[src/rtl/hazard_ctrl_mc.sv]
// -----------------------------------------------------------------------------
// hazard_ctrl_mc
//
// Hazard and pipeline-control unit for the 5-stage F/D/E/M/W ARM pipeline.
// Drives every pipeline-register enable (stall_*) and bubble (flush_*) and
// selects the operand forwarding path for each execute-stage source port.
//
// On top of the classic two-source forwarding/stall scheme it supports:
//   * NSRC source-register ports per instruction,
//   * a parametrised register-address width,
//   * variable-latency data memory (mem_ack handshake) with a wait-timeout
//     FSM that raises a sticky mem_err,
//   * two saturating performance counters (stall cycles, flush cycles).
//
// Ports
//   clk, reset          rising-edge clock, asynchronous active-high reset
//   src_d / src_e       NSRC packed source register numbers in D / E
//                       (port i at [i*RA_W +: RA_W])
//   src_valid_d/_e      per-port "operand is really read" flags
//   dst_e/_m/_w         destination register numbers in E / M / W
//   reg_write_e/_m/_w   register-file write enables in E / M / W
//   memtoreg_e          E holds a load
//   branch_taken_e      branch resolved taken in E
//   mem_req_m, mem_ack  data-memory request in M / completion this cycle
//   clr_counters        synchronous clear of both performance counters
//   forward_e           2 bits per port: 00 regfile, 10 ALUOutM, 01 ResultW
//   stall_f/_d/_e/_m    hold PC, F/D, D/E, E/M registers
//   flush_d/_e/_w       bubble into F/D, D/E, M/W registers
//   mem_err             sticky memory-timeout flag
//   stall_cycles        saturating count of cycles with stall_f high
//   flush_count         saturating count of cycles with flush_d or flush_e high
// -----------------------------------------------------------------------------
module hazard_ctrl_mc #(
   parameter int NSRC        = 2,
   parameter int RA_W        = 4,
   parameter int PC_IDX      = 15,
   parameter int MEM_TIMEOUT = 64,
   parameter int CNT_W       = 16
) (
   input  logic                 clk,
   input  logic                 reset,
   input  logic [NSRC*RA_W-1:0] src_d,
   input  logic [NSRC*RA_W-1:0] src_e,
   input  logic [NSRC-1:0]      src_valid_e,
   input  logic [NSRC-1:0]      src_valid_d,
   input  logic [RA_W-1:0]      dst_e,
   input  logic [RA_W-1:0]      dst_m,
   input  logic [RA_W-1:0]      dst_w,
   input  logic                 reg_write_e,
   input  logic                 reg_write_m,
   input  logic                 reg_write_w,
   input  logic                 memtoreg_e,
   input  logic                 branch_taken_e,
   input  logic                 mem_req_m,
   input  logic                 mem_ack,
   input  logic                 clr_counters,
   output logic [2*NSRC-1:0]    forward_e,
   output logic                 stall_f,
   output logic                 stall_d,
   output logic                 stall_e,
   output logic                 stall_m,
   output logic                 flush_d,
   output logic                 flush_e,
   output logic                 flush_w,
   output logic                 mem_err,
   output logic [CNT_W-1:0]     stall_cycles,
   output logic [CNT_W-1:0]     flush_count
);

   // Wait counter must be able to hold MEM_TIMEOUT itself.
   localparam int WCNT_W = $clog2(MEM_TIMEOUT + 1);

   localparam logic [RA_W-1:0]   PC_REG   = RA_W'(PC_IDX);
   localparam logic [WCNT_W-1:0] TO_VAL   = WCNT_W'(MEM_TIMEOUT);
   localparam logic [WCNT_W-1:0] WCNT_ONE = WCNT_W'(1);
   localparam logic [CNT_W-1:0]  CNT_MAX  = '1;
   localparam logic [CNT_W-1:0]  CNT_ONE  = CNT_W'(1);

   typedef enum logic {
      IDLE = 1'b0,
      WAIT = 1'b1
   } state_t;

   state_t            state_reg, state_next;
   logic [WCNT_W-1:0] wcnt_reg, wcnt_next;
   logic              mem_err_reg, mem_err_next;
   logic [CNT_W-1:0]  stall_cnt_reg, stall_cnt_next;
   logic [CNT_W-1:0]  flush_cnt_reg, flush_cnt_next;

   logic [NSRC-1:0]   ld_hit;
   logic              ldstall;
   logic              memstall;

   // --------------------------------------------------------------------------
   // Forwarding: one independent selector per execute-stage source port.
   // The PC is never forwarded because its value is produced by the fetch
   // path, not by the ALU/result bus. M beats W since it is the younger write.
   // --------------------------------------------------------------------------
   generate
      for (genvar gi = 0; gi < NSRC; gi++) begin : g_fwd
         logic [RA_W-1:0] src;
         logic            eligible;

         assign src      = src_e[gi*RA_W +: RA_W];
         assign eligible = src_valid_e[gi] && (src != PC_REG);

         always_comb begin
            forward_e[2*gi +: 2] = 2'b00;
            if (eligible && reg_write_m && (dst_m == src)) begin
               forward_e[2*gi +: 2] = 2'b10;
            end else if (eligible && reg_write_w && (dst_w == src)) begin
               forward_e[2*gi +: 2] = 2'b01;
            end
         end
      end
   endgenerate

   // --------------------------------------------------------------------------
   // Load-use detection: the load in E would be consumed by a decode-stage
   // source before the data returns from memory.
   // --------------------------------------------------------------------------
   generate
      for (genvar gi = 0; gi < NSRC; gi++) begin : g_ld
         assign ld_hit[gi] = src_valid_d[gi] && (src_d[gi*RA_W +: RA_W] == dst_e);
      end
   endgenerate

   assign ldstall  = memtoreg_e && reg_write_e && (dst_e != PC_REG) && (|ld_hit);

   // The ack is used combinationally so the freeze lifts in the ack cycle.
   assign memstall = mem_req_m && !mem_ack;

   // --------------------------------------------------------------------------
   // Stall/flush equations. A memory wait freezes the whole pipeline, so any
   // branch or load-use bubble is held off; the frozen E instruction simply
   // raises it again once the access completes. A branch coinciding with a
   // load-use raises both stall_d and flush_d; the register gives flush
   // priority, which discards the wrong-path instruction in D.
   // --------------------------------------------------------------------------
   assign stall_e = memstall;
   assign stall_m = memstall;
   assign flush_w = memstall;
   assign stall_f = memstall || ldstall;
   assign stall_d = memstall || ldstall;
   assign flush_e = !memstall && (ldstall || branch_taken_e);
   assign flush_d = !memstall && branch_taken_e;

   // --------------------------------------------------------------------------
   // Memory-wait FSM. wcnt holds the number of consecutive wait cycles already
   // completed and saturates at MEM_TIMEOUT; reaching that value latches
   // mem_err until reset. The stall outputs never look at this FSM.
   // --------------------------------------------------------------------------
   always_comb begin
      state_next   = state_reg;
      wcnt_next    = wcnt_reg;
      mem_err_next = mem_err_reg;

      case (state_reg)
         IDLE: begin
            if (memstall) begin
               state_next = WAIT;
               wcnt_next  = WCNT_ONE;
            end
         end
         WAIT: begin
            if (mem_ack || !mem_req_m) begin
               state_next = IDLE;
               wcnt_next  = '0;
            end else if (wcnt_reg != TO_VAL) begin
               wcnt_next = wcnt_reg + WCNT_ONE;
            end
         end
         default: begin
            state_next = IDLE;
            wcnt_next  = '0;
         end
      endcase

      if (wcnt_next == TO_VAL) begin
         mem_err_next = 1'b1;
      end
   end

   // --------------------------------------------------------------------------
   // Performance counters: clear beats increment, both saturate at all-ones.
   // --------------------------------------------------------------------------
   always_comb begin
      stall_cnt_next = stall_cnt_reg;
      flush_cnt_next = flush_cnt_reg;

      if (clr_counters) begin
         stall_cnt_next = '0;
      end else if (stall_f && (stall_cnt_reg != CNT_MAX)) begin
         stall_cnt_next = stall_cnt_reg + CNT_ONE;
      end

      if (clr_counters) begin
         flush_cnt_next = '0;
      end else if ((flush_d || flush_e) && (flush_cnt_reg != CNT_MAX)) begin
         flush_cnt_next = flush_cnt_reg + CNT_ONE;
      end
   end

   always_ff @(posedge clk or posedge reset) begin
      if (reset) begin
         state_reg     <= IDLE;
         wcnt_reg      <= '0;
         mem_err_reg   <= 1'b0;
         stall_cnt_reg <= '0;
         flush_cnt_reg <= '0;
      end else begin
         state_reg     <= state_next;
         wcnt_reg      <= wcnt_next;
         mem_err_reg   <= mem_err_next;
         stall_cnt_reg <= stall_cnt_next;
         flush_cnt_reg <= flush_cnt_next;
      end
   end

   assign mem_err      = mem_err_reg;
   assign stall_cycles = stall_cnt_reg;
   assign flush_count  = flush_cnt_reg;

endmodule

[config.mk]
export PLATFORM = sky130hd
export DESIGN_NAME = hazard_ctrl_mc
export DESIGN_NICKNAME = d
export VERILOG_FILES = /design/src/rtl/hazard_ctrl_mc.sv
export SDC_FILE = /design/constraint.sdc
export NUM_CORES = 1
export LEC_CHECK = 0
export CAP_MARGIN = 20
export CORE_UTILIZATION = 50
export DETAILED_ROUTE_END_ITERATION = 12
export HOLD_SLACK_MARGIN = 0.15
export PLACE_DENSITY = 0.86
export SLEW_MARGIN = 20
export SYNTH_ARGS = -nofsm -noshare
export SYNTH_HDL_FRONTEND = slang
export SYNTH_SLANG_ARGS = --single-unit
[constraint.sdc]
create_clock -name clk -period 3.5 [get_ports clk]
set_input_delay 0.525 -clock clk [delete_from_list [all_inputs] [get_ports clk]]
set_output_delay 0.525 -clock clk [all_outputs]
set_load 0.03 [all_outputs]
-- After elaboration in Yosys (flattened, before gate mapping)
Index checks and enable logic that the tools add are counted.
- word-level logic and storage cells: 67
- bits in registers: 41
- input bits: 42
- output and inout bits: 44
- add/subtract/negate cells: 3
- reductions and logical operators: 30
- bitwise operators: 1
- multiplexer cells: 15
- equal/unequal tests: 13
- operator list (operator ; number):
    $mux W16 ; 4
    $add A16 B1 Y16 const B ; 2
    $ne A16 B16 Y1 const B ; 2
    $eq A4 B4 Y1 ; 6
    $mux W7 ; 3
    $logic_and A1 B1 Y1 ; 20
    $pmux W7 S2 ; 1
    $ne A4 B4 Y1 const B ; 3
    $add A7 B1 Y7 const B ; 1
    $eq A7 B7 Y1 const B ; 1
    $ne A7 B7 Y1 const B ; 1
    $logic_or A1 B1 Y1 ; 4
    $mux W1 ; 4
    $mux W2 ; 2
    $reduce_bool A2 Y1 ; 2
    $logic_not A1 Y1 ; 3
    $pmux W1 S2 ; 1
    $reduce_or A2 Y1 ; 1
    $not A1 Y1 ; 1

-- Logic depth before layout (Yosys ltp)
Gate-level depths: netlist of run 1.
- depth in word-level cells: 10
- depth in mapped cells: 8
- depth with buffers taken out: 8

-- Least setup slack after synthesis of run 1
No wires, ideal clock.
- path type: in2out
- start point: input dst_m[3]
- end point: output forward_e[0]
- arrival time: 2.165 ns
- data required time: 2.975 ns
- stages: 3
- path buffers: 0
- path slack: 0.810 ns
- cells stage by stage: xor2_1 nor4_1 nor3_1
- cells in the longest elaborated chain, start to end: 3
- ends and longest elaborated chain (item ; RTL line ; RTL):
    start: declaration ; 47 ; input logic [RA_W-1:0] dst_m,
    $eq A4 B4 Y1 ; 109 ; if (eligible && reg_write_m && (dst_m == src)) begin
    $logic_and A1 B1 Y1 ; 109 ;
    $mux W2 ; 109 ;
    end: declaration ; 57 ; output logic [2*NSRC-1:0] forward_e,
No other way between the ends.

-- Final worst setup path of run 1
- start point: input dst_e[2]
- end point: output flush_e
- cells in the longest elaborated chain, start to end: 6
- ends and longest elaborated chain (item ; RTL line ; RTL):
    start: declaration ; 46 ; input logic [RA_W-1:0] dst_e,
    $eq A4 B4 Y1 ; 124 ; assign ld_hit[gi] = src_valid_d[gi] && (src_d[gi*RA_W +: RA_W] == dst_e);
    $logic_and A1 B1 Y1 ; 124 ;
    $reduce_or A2 Y1 ; 128 ; assign ldstall = memtoreg_e && reg_write_e && (dst_e != PC_REG) && (|ld_hit);
    $logic_and A1 B1 Y1 (*) ; 128 ;
    $logic_or A1 B1 Y1 (*) ; 145 ; assign flush_e = !memstall && (ldstall || branch_taken_e);
    $logic_and A1 B1 Y1 (*) ; 145 ;
    end: declaration ; 63 ; output logic flush_e,
Mark *: on every way between the ends. The rest lies on a longest branch, timed or not.

==> results.toml, run 1 <==
[logic_synthesis]
synth_enable_flop_cells = 0
synthesis.area_sq_um = 2655
syn-instance-count = 312
synth.top_cell.area_share_pct = 38.64
synth-seq-cells = 41
post_synth_main_area_contributors = "dfrtp_1 39%, xnor2_1 6.3%, a21oi_1 5.8%"
postSynth.topFlopCell = "dfrtp_1"
syn_nets = 358
yosysUniqueCellTypes = 41
synth.yosys.warnings = 0
synth_sequential_area_ratio_pct = 38.64
post_synth.cell_area_avg_sq_um = 8.510
async_reset_ff_share_pct = 100.0
synth.largest_area_cell = "dfrtp_1"

[route]
drt_iter0_drc = 272
vias = 2744
routed_via_density = 5.927
dr.pass1.iters = 4
wire_per_inst_um = 15.05
wirelength_mm = 6.968
remaining_drcs = 0
route.antenna.remaining_nets = 0

[clock_network]
clock_tree.buffer_depth = 2
clock_pin_transition_on_the_worst_setup_and_hold_timing_paths_ns = 0.08
cts_tree = "yes"
cts_htree_levels = 2
clkLatencyLatePin_ns = 0.30
clock-root-buffer = "clkbuf_8"
post_cts_resized = 0
cts-buffers-inserted = 5
hold_buffers = 0
clock_sinks = 41
post-cts-setup-buffers = 0

[floorplanning]
initial_utilization_pct = 51.98
floorplan.die_area_sq_um = 5606
core_area_sq_um = 5107
die_height_um = 74.87
fp-row-count = 26
die_x_um = 74.87
ioPinCount = 86

[global_route]
first_global_vias = 2577
wire_length_of_the_first_global_routing_pass_mm = 11.44
initial_antenna_violation_count = 0
largest_net_degree_at_the_start_of_global_routing = 32
grt_util_all_layers_pct = 26.58
gr-total-overflow = 0

[sta]
max_freq_ghz = 0.3311
maxSlewViolCount = 0
final.min_clock_period_ns = 3.020
layout_setup_ws_ns = 0.4800
finalSetupViolations = 0
min_period_over_period_pct = 86.29
max_slew_margin_pct = 43.02
tightestPinTransition_ns = 0.8520
holdWs_ns = 0.4752
finalHoldViolations = 0
tns_ns = 0
fin_skew_ns = 0.005861
rsz_0062_raised_after_global_routing = "false"

[placement]
place.detailed.hpwl_mm = 5.252
post-place-ws_ns = 0.4748
io_buffer_count = 85
routabilityCongestion = 0.9301

[flow_run]
maxCapViolCount = 0

[finish]
layout_overhead_on_the_synthesized_area_pct = 38.88
post_route_cells_drive_above_1_share_pct = 5.852
antenna-diode-count = 0
num-nets-final = 438
filler_cell_count = 397
final_design_utilization_pct = 72.20

[worst_setup_path]
critical_path_class = "primary input to output port"
crit_start = "dst_e[2]"
crit_arrival_ns = 2.49
worst_path_max_fanout = 3
cp.required_ns = 2.97
critical_path_end_type = "output port"
r2r-start = "stall_cycles[0]"
crit_path_start_kind = "primary input"

[power_and_ir_drop]
cellLeakagePower_nw = 1.393
p_clk_share_pct = 40.1
power.ir.vdd_worst_mv = 0.1976
portion_of_total_power_attributed_to_combinational_logic_pct = 16.7
p_total_mw = 1.133
p_per_area_nw_per_um2 = 307.3
swShare_pct = 24.60
power.share.sequential_pct = 43.2
switching_power_mw = 0.2788
internal_power_mw = 0.8543

[worst_hold_path]
holdCritPathClass = "flop to flop"
timing.hold.worst.start = "mem_err"

[outcome]
run_status = "completed"
==> layer usage <==
metal	vias to the layer above	global-route usage [%]	share of wire [%]
li1	1311	-	-
met1	1299	34.18	42
met2	127	45.05	50
met3	7	5.355	7.0
met4	0	8.386	0.90
met5	-	0	0
==> power groups by stage <==
stage	logic, mW	registers (mW)	clock network [mW]
CTS	0.189	0.489	0.463
floorplan	0.0921	0.501	0
finish	0.189	0.489	0.455
detailed placement	0.188	0.498	0
global placement	0.183	0.498	0
global route	0.204	0.491	0.478
==> cells by family after synthesis <==
family,after synthesis,share of synthesized area (%)
simple gates,135,28.70
fa+ha+maj,4,1.885
flops,41,38.64
mux,3,1.225
compound gates,73,15.51
buf+inv,28,4.807
xor+xnor,28,9.237
==> area by class of cell <==
class | instances | area (sq um) | area share [%]
well taps | 70 | 87.58 | 2.375
clock inverters | 3 | 65.06 | 1.765
flip-flops and latches | 41 | 1026 | 27.82
repair buffers | 91 | 895.9 | 24.30
inverters | 10 | 37.54 | 1.018
multi-input cells | 243 | 1506 | 40.85
clock buffers | 5 | 68.82 | 1.866
==> critical path, stage by stage <==
cell	delay, ns
clkdlybuf4s50_1	0.53
xnor2_1	0.15
nand3_1	0.12
nor3_2	0.30
o31ai_2	0.14
inv_1	0.07
clkdlybuf4s50_1	0.66
==> Yosys cell counts (2+ instances only) <==
master	instances
nor2_1	11
nor3_2	5
o21ai_1	8
o31ai_1	5
and2_1	2
o21ai_0	18
inv_1	10
o22ai_1	3
nand4_1	18
nand3_1	24
nor3_1	7
buf_4	3
nor2b_1	3
dfrtp_1	41
ha_1	4
or3_1	22
a21oi_1	31
and3_1	9
nand2_1	20
clkbuf_1	10
a31o_2	2
xor2_1	9
xnor2_1	19
buf_2	3
nor4_1	4
or4_1	5
nand2b_1	2
==> stage by stage <==
stage / instance area, sq um / instances
finish: 3687 / 463
global route: 3687 / 463
global placement: 3553 / 455
floorplan: 2655 / 312
CTS: 3687 / 463
detailed placement: 3553 / 455
==> path summary, 6_finish.rpt <==
check / slack (ns) / endpoint / cells after the start
max in group asynchronous: 2.27 / flush_count[5] / 3
worst min register to register: 0.48 / mem_err / 1
min in group asynchronous: 0.58 / stall_cycles[1] / 2
worst max-delay path: 0.48 / flush_e / 7
worst max register to register: 1.36 / stall_cycles[11] / 7
worst min-delay path: 0.48 / mem_err / 1
==> cells in the final DEF (no fill, tap or decap), drive strengths merged, types with 2 or more instances in the layout <==
cell / n
o21ai: 26
nor3: 12
nand2b: 2
nor2: 11
nand2: 20
xnor2: 19
o31ai: 5
xor2: 9
nand3: 24
a31o: 3
mux2: 2
buf: 6
a21oi: 31
nor2b: 3
or4: 5
and3: 9
nand4: 18
o22ai: 3
or3: 22
clkbuf: 5
nor4: 4
and2: 2
bufinv: 2
dfrtp: 41
clkdlybuf4s50: 85
inv: 10
ha: 4
No activity file was read; power rests on OpenSTA's default activity.
==> run 2, diff against run 1 <==
- PLACE_DENSITY: 0.86 -> 0.91
==> run 2 against run 1 <==
Effect of this change: total power is 14% lower; core utilization is 1.2 points lower; flip-flop and latch count stayed put; register-to-register slack better by 0.02 ns; cell count is 0.22% lower; clock power is 34% lower; largest cell class unchanged; largest power group unchanged.
==> results.toml, run 2 (synthesized netlist as in run 1, its figures left out) <==
[clock_network]
cts_htree_levels = 2
clock_sinks = 41
clock_tree.buffer_depth = 2
cts_tree = "yes"
clkLatencyLatePin_ns = 0.29
post_cts_resized = 0
cts-buffers-inserted = 5
post-cts-setup-buffers = 0
clock_pin_transition_on_the_worst_setup_and_hold_timing_paths_ns = 0.08
clock-root-buffer = "clkbuf_8"
hold_buffers = 0

[placement]
placed_area_sq_um = 3546
post-place-cells = 454
routabilityCongestion = 0.9350
io_buffer_count = 85
post-place-ws_ns = 0.4642
place.detailed.hpwl_mm = 5.066

[sta]
max_freq_ghz = 0.3324
final.min_clock_period_ns = 3.008
max_slew_margin_pct = 34.94
layout_setup_ws_ns = 0.4915
min_period_over_period_pct = 85.96
maxSlewViolCount = 0
finalHoldViolations = 0
tns_ns = 0
rsz_0062_raised_after_global_routing = "false"
finalSetupViolations = 0
fin_skew_ns = 0.006830
tightestPinTransition_ns = 0.9728
holdWs_ns = 0.4739

[floorplanning]
die_x_um = 74.87
core_area_sq_um = 5107
fp-row-count = 26
initial_utilization_pct = 51.98
floorplan.die_area_sq_um = 5606
die_height_um = 74.87
ioPinCount = 86

[global_route]
grt_util_all_layers_pct = 25.75
first_global_vias = 2498
gr-total-overflow = 0
largest_net_degree_at_the_start_of_global_routing = 42
initial_antenna_violation_count = 0
wire_length_of_the_first_global_routing_pass_mm = 11.10

[finish]
layout_commonest_cell = "clkdlybuf4s50_1"
num-nets-final = 437
most-common-layout-cells = "85 x clkdlybuf4s50_1, 41 x dfrtp_1, 31 x a21oi_1"
post_route_cells_drive_above_1_share_pct = 5.357
final_design_utilization_pct = 71.04
antenna-diode-count = 0
layoutNonFillerInstCount = 462
stdcell_area_sq_um = 3628
filler_cell_count = 421
layout_overhead_on_the_synthesized_area_pct = 36.66

[outcome]
run_status = "completed"

[power_and_ir_drop]
portion_of_total_power_attributed_to_combinational_logic_pct = 19.0
cellLeakagePower_nw = 1.365
p_clk_share_pct = 30.8
p_total_mw = 0.9741
p_per_area_nw_per_um2 = 268.5
internal_power_mw = 0.7084
power.ir.vdd_worst_mv = 0.1523
switching_power_mw = 0.2657
power.share.sequential_pct = 50.2
swShare_pct = 27.28

[route]
wirelength_met1_mm = 2.698
vias = 2708
drt_iter0_drc = 187
wire_per_inst_um = 14.29
highest_metal_layer_with_signal_wires = "met4"
routed_via_density = 5.861
route.antenna.remaining_nets = 0
remaining_drcs = 0
wirelength_mm = 6.601
detailroute.wirelength.met3_um = 434
dr.pass1.iters = 4
routed-wl-met2_mm = 3.432

[worst_hold_path]
worstHoldPathCells = 1
holdCritPathClass = "flop to flop"
timing.hold.worst.start = "mem_err"
min_delay_worst_endpoint = "mem_err"

[worst_setup_path]
crit_arrival_ns = 2.48
rrSetupSlack_ns = 1.38
cp.required_ns = 2.97
r2r-start = "stall_cycles[0]"
r2r.worst_path.cells = 7
critical_path_end_type = "output port"
r2r_end = "stall_cycles[13]"
crit_path_start_kind = "primary input"
worst_path_max_fanout = 3
critical_path_class = "primary input to output port"

[flow_run]
maxCapViolCount = 0
run 2: cell types whose count changed in the layout (fill, tap and decap cells not counted), sizes merged:
cell and delta:
clkbuf +1, clkinv +1, bufinv -2, buf -1
run 2: power groups by stage:
stage                     clock [mW]  combinational (mW)  sequential, mW
after floorplan                    0              0.0921           0.501
after global routing           0.330               0.202           0.490
after CTS                      0.309               0.186           0.489
after detailed placement           0               0.186           0.498
final                          0.300               0.185           0.489
after global placement             0               0.180           0.498
run 2: area by class of cell:
| type | count | area (sq um) | share of cell area [%] |
|---|---|---|---|
| Clock buffer | 6 | 72.57 | 2.000 |
| Clock inverter | 2 | 10.01 | 0.2759 |
| Inverter | 10 | 37.54 | 1.034 |
| Multi-Input combinational cell | 243 | 1506 | 41.52 |
| Sequential cell | 41 | 1026 | 28.28 |
| Tap cell | 70 | 87.58 | 2.414 |
| Timing Repair Buffer | 90 | 888.4 | 24.48 |
run 2: critical path: stages:
cell	delay [ns]
clkdlybuf4s50_1	0.54
xnor2_1	0.14
nand3_1	0.11
nor3_2	0.30
nor3_2	0.13
inv_1	0.08
clkdlybuf4s50_1	0.67
run 2: routing by layer:
layer	vias up	track usage [%]
met5	-	0
met4	0	5.241
met3	4	6.292
met2	108	46.45
met1	1294	31.23
li1	1302	-
run 2: how the worst max path moves through the flow:
stage / start / end / slack (ns) / depth (start not counted)
after floorplan: dst_m[3] / forward_e[0] / 0.81 / 3
after global placement: dst_e[3] / stall_f / 0.51 / 7
after detailed placement: dst_e[3] / stall_d / 0.46 / 7
after CTS: dst_e[3] / stall_d / 0.47 / 7
after global routing: dst_e[2] / stall_d / 0.39 / 7
final: dst_e[3] / stall_d / 0.49 / 7
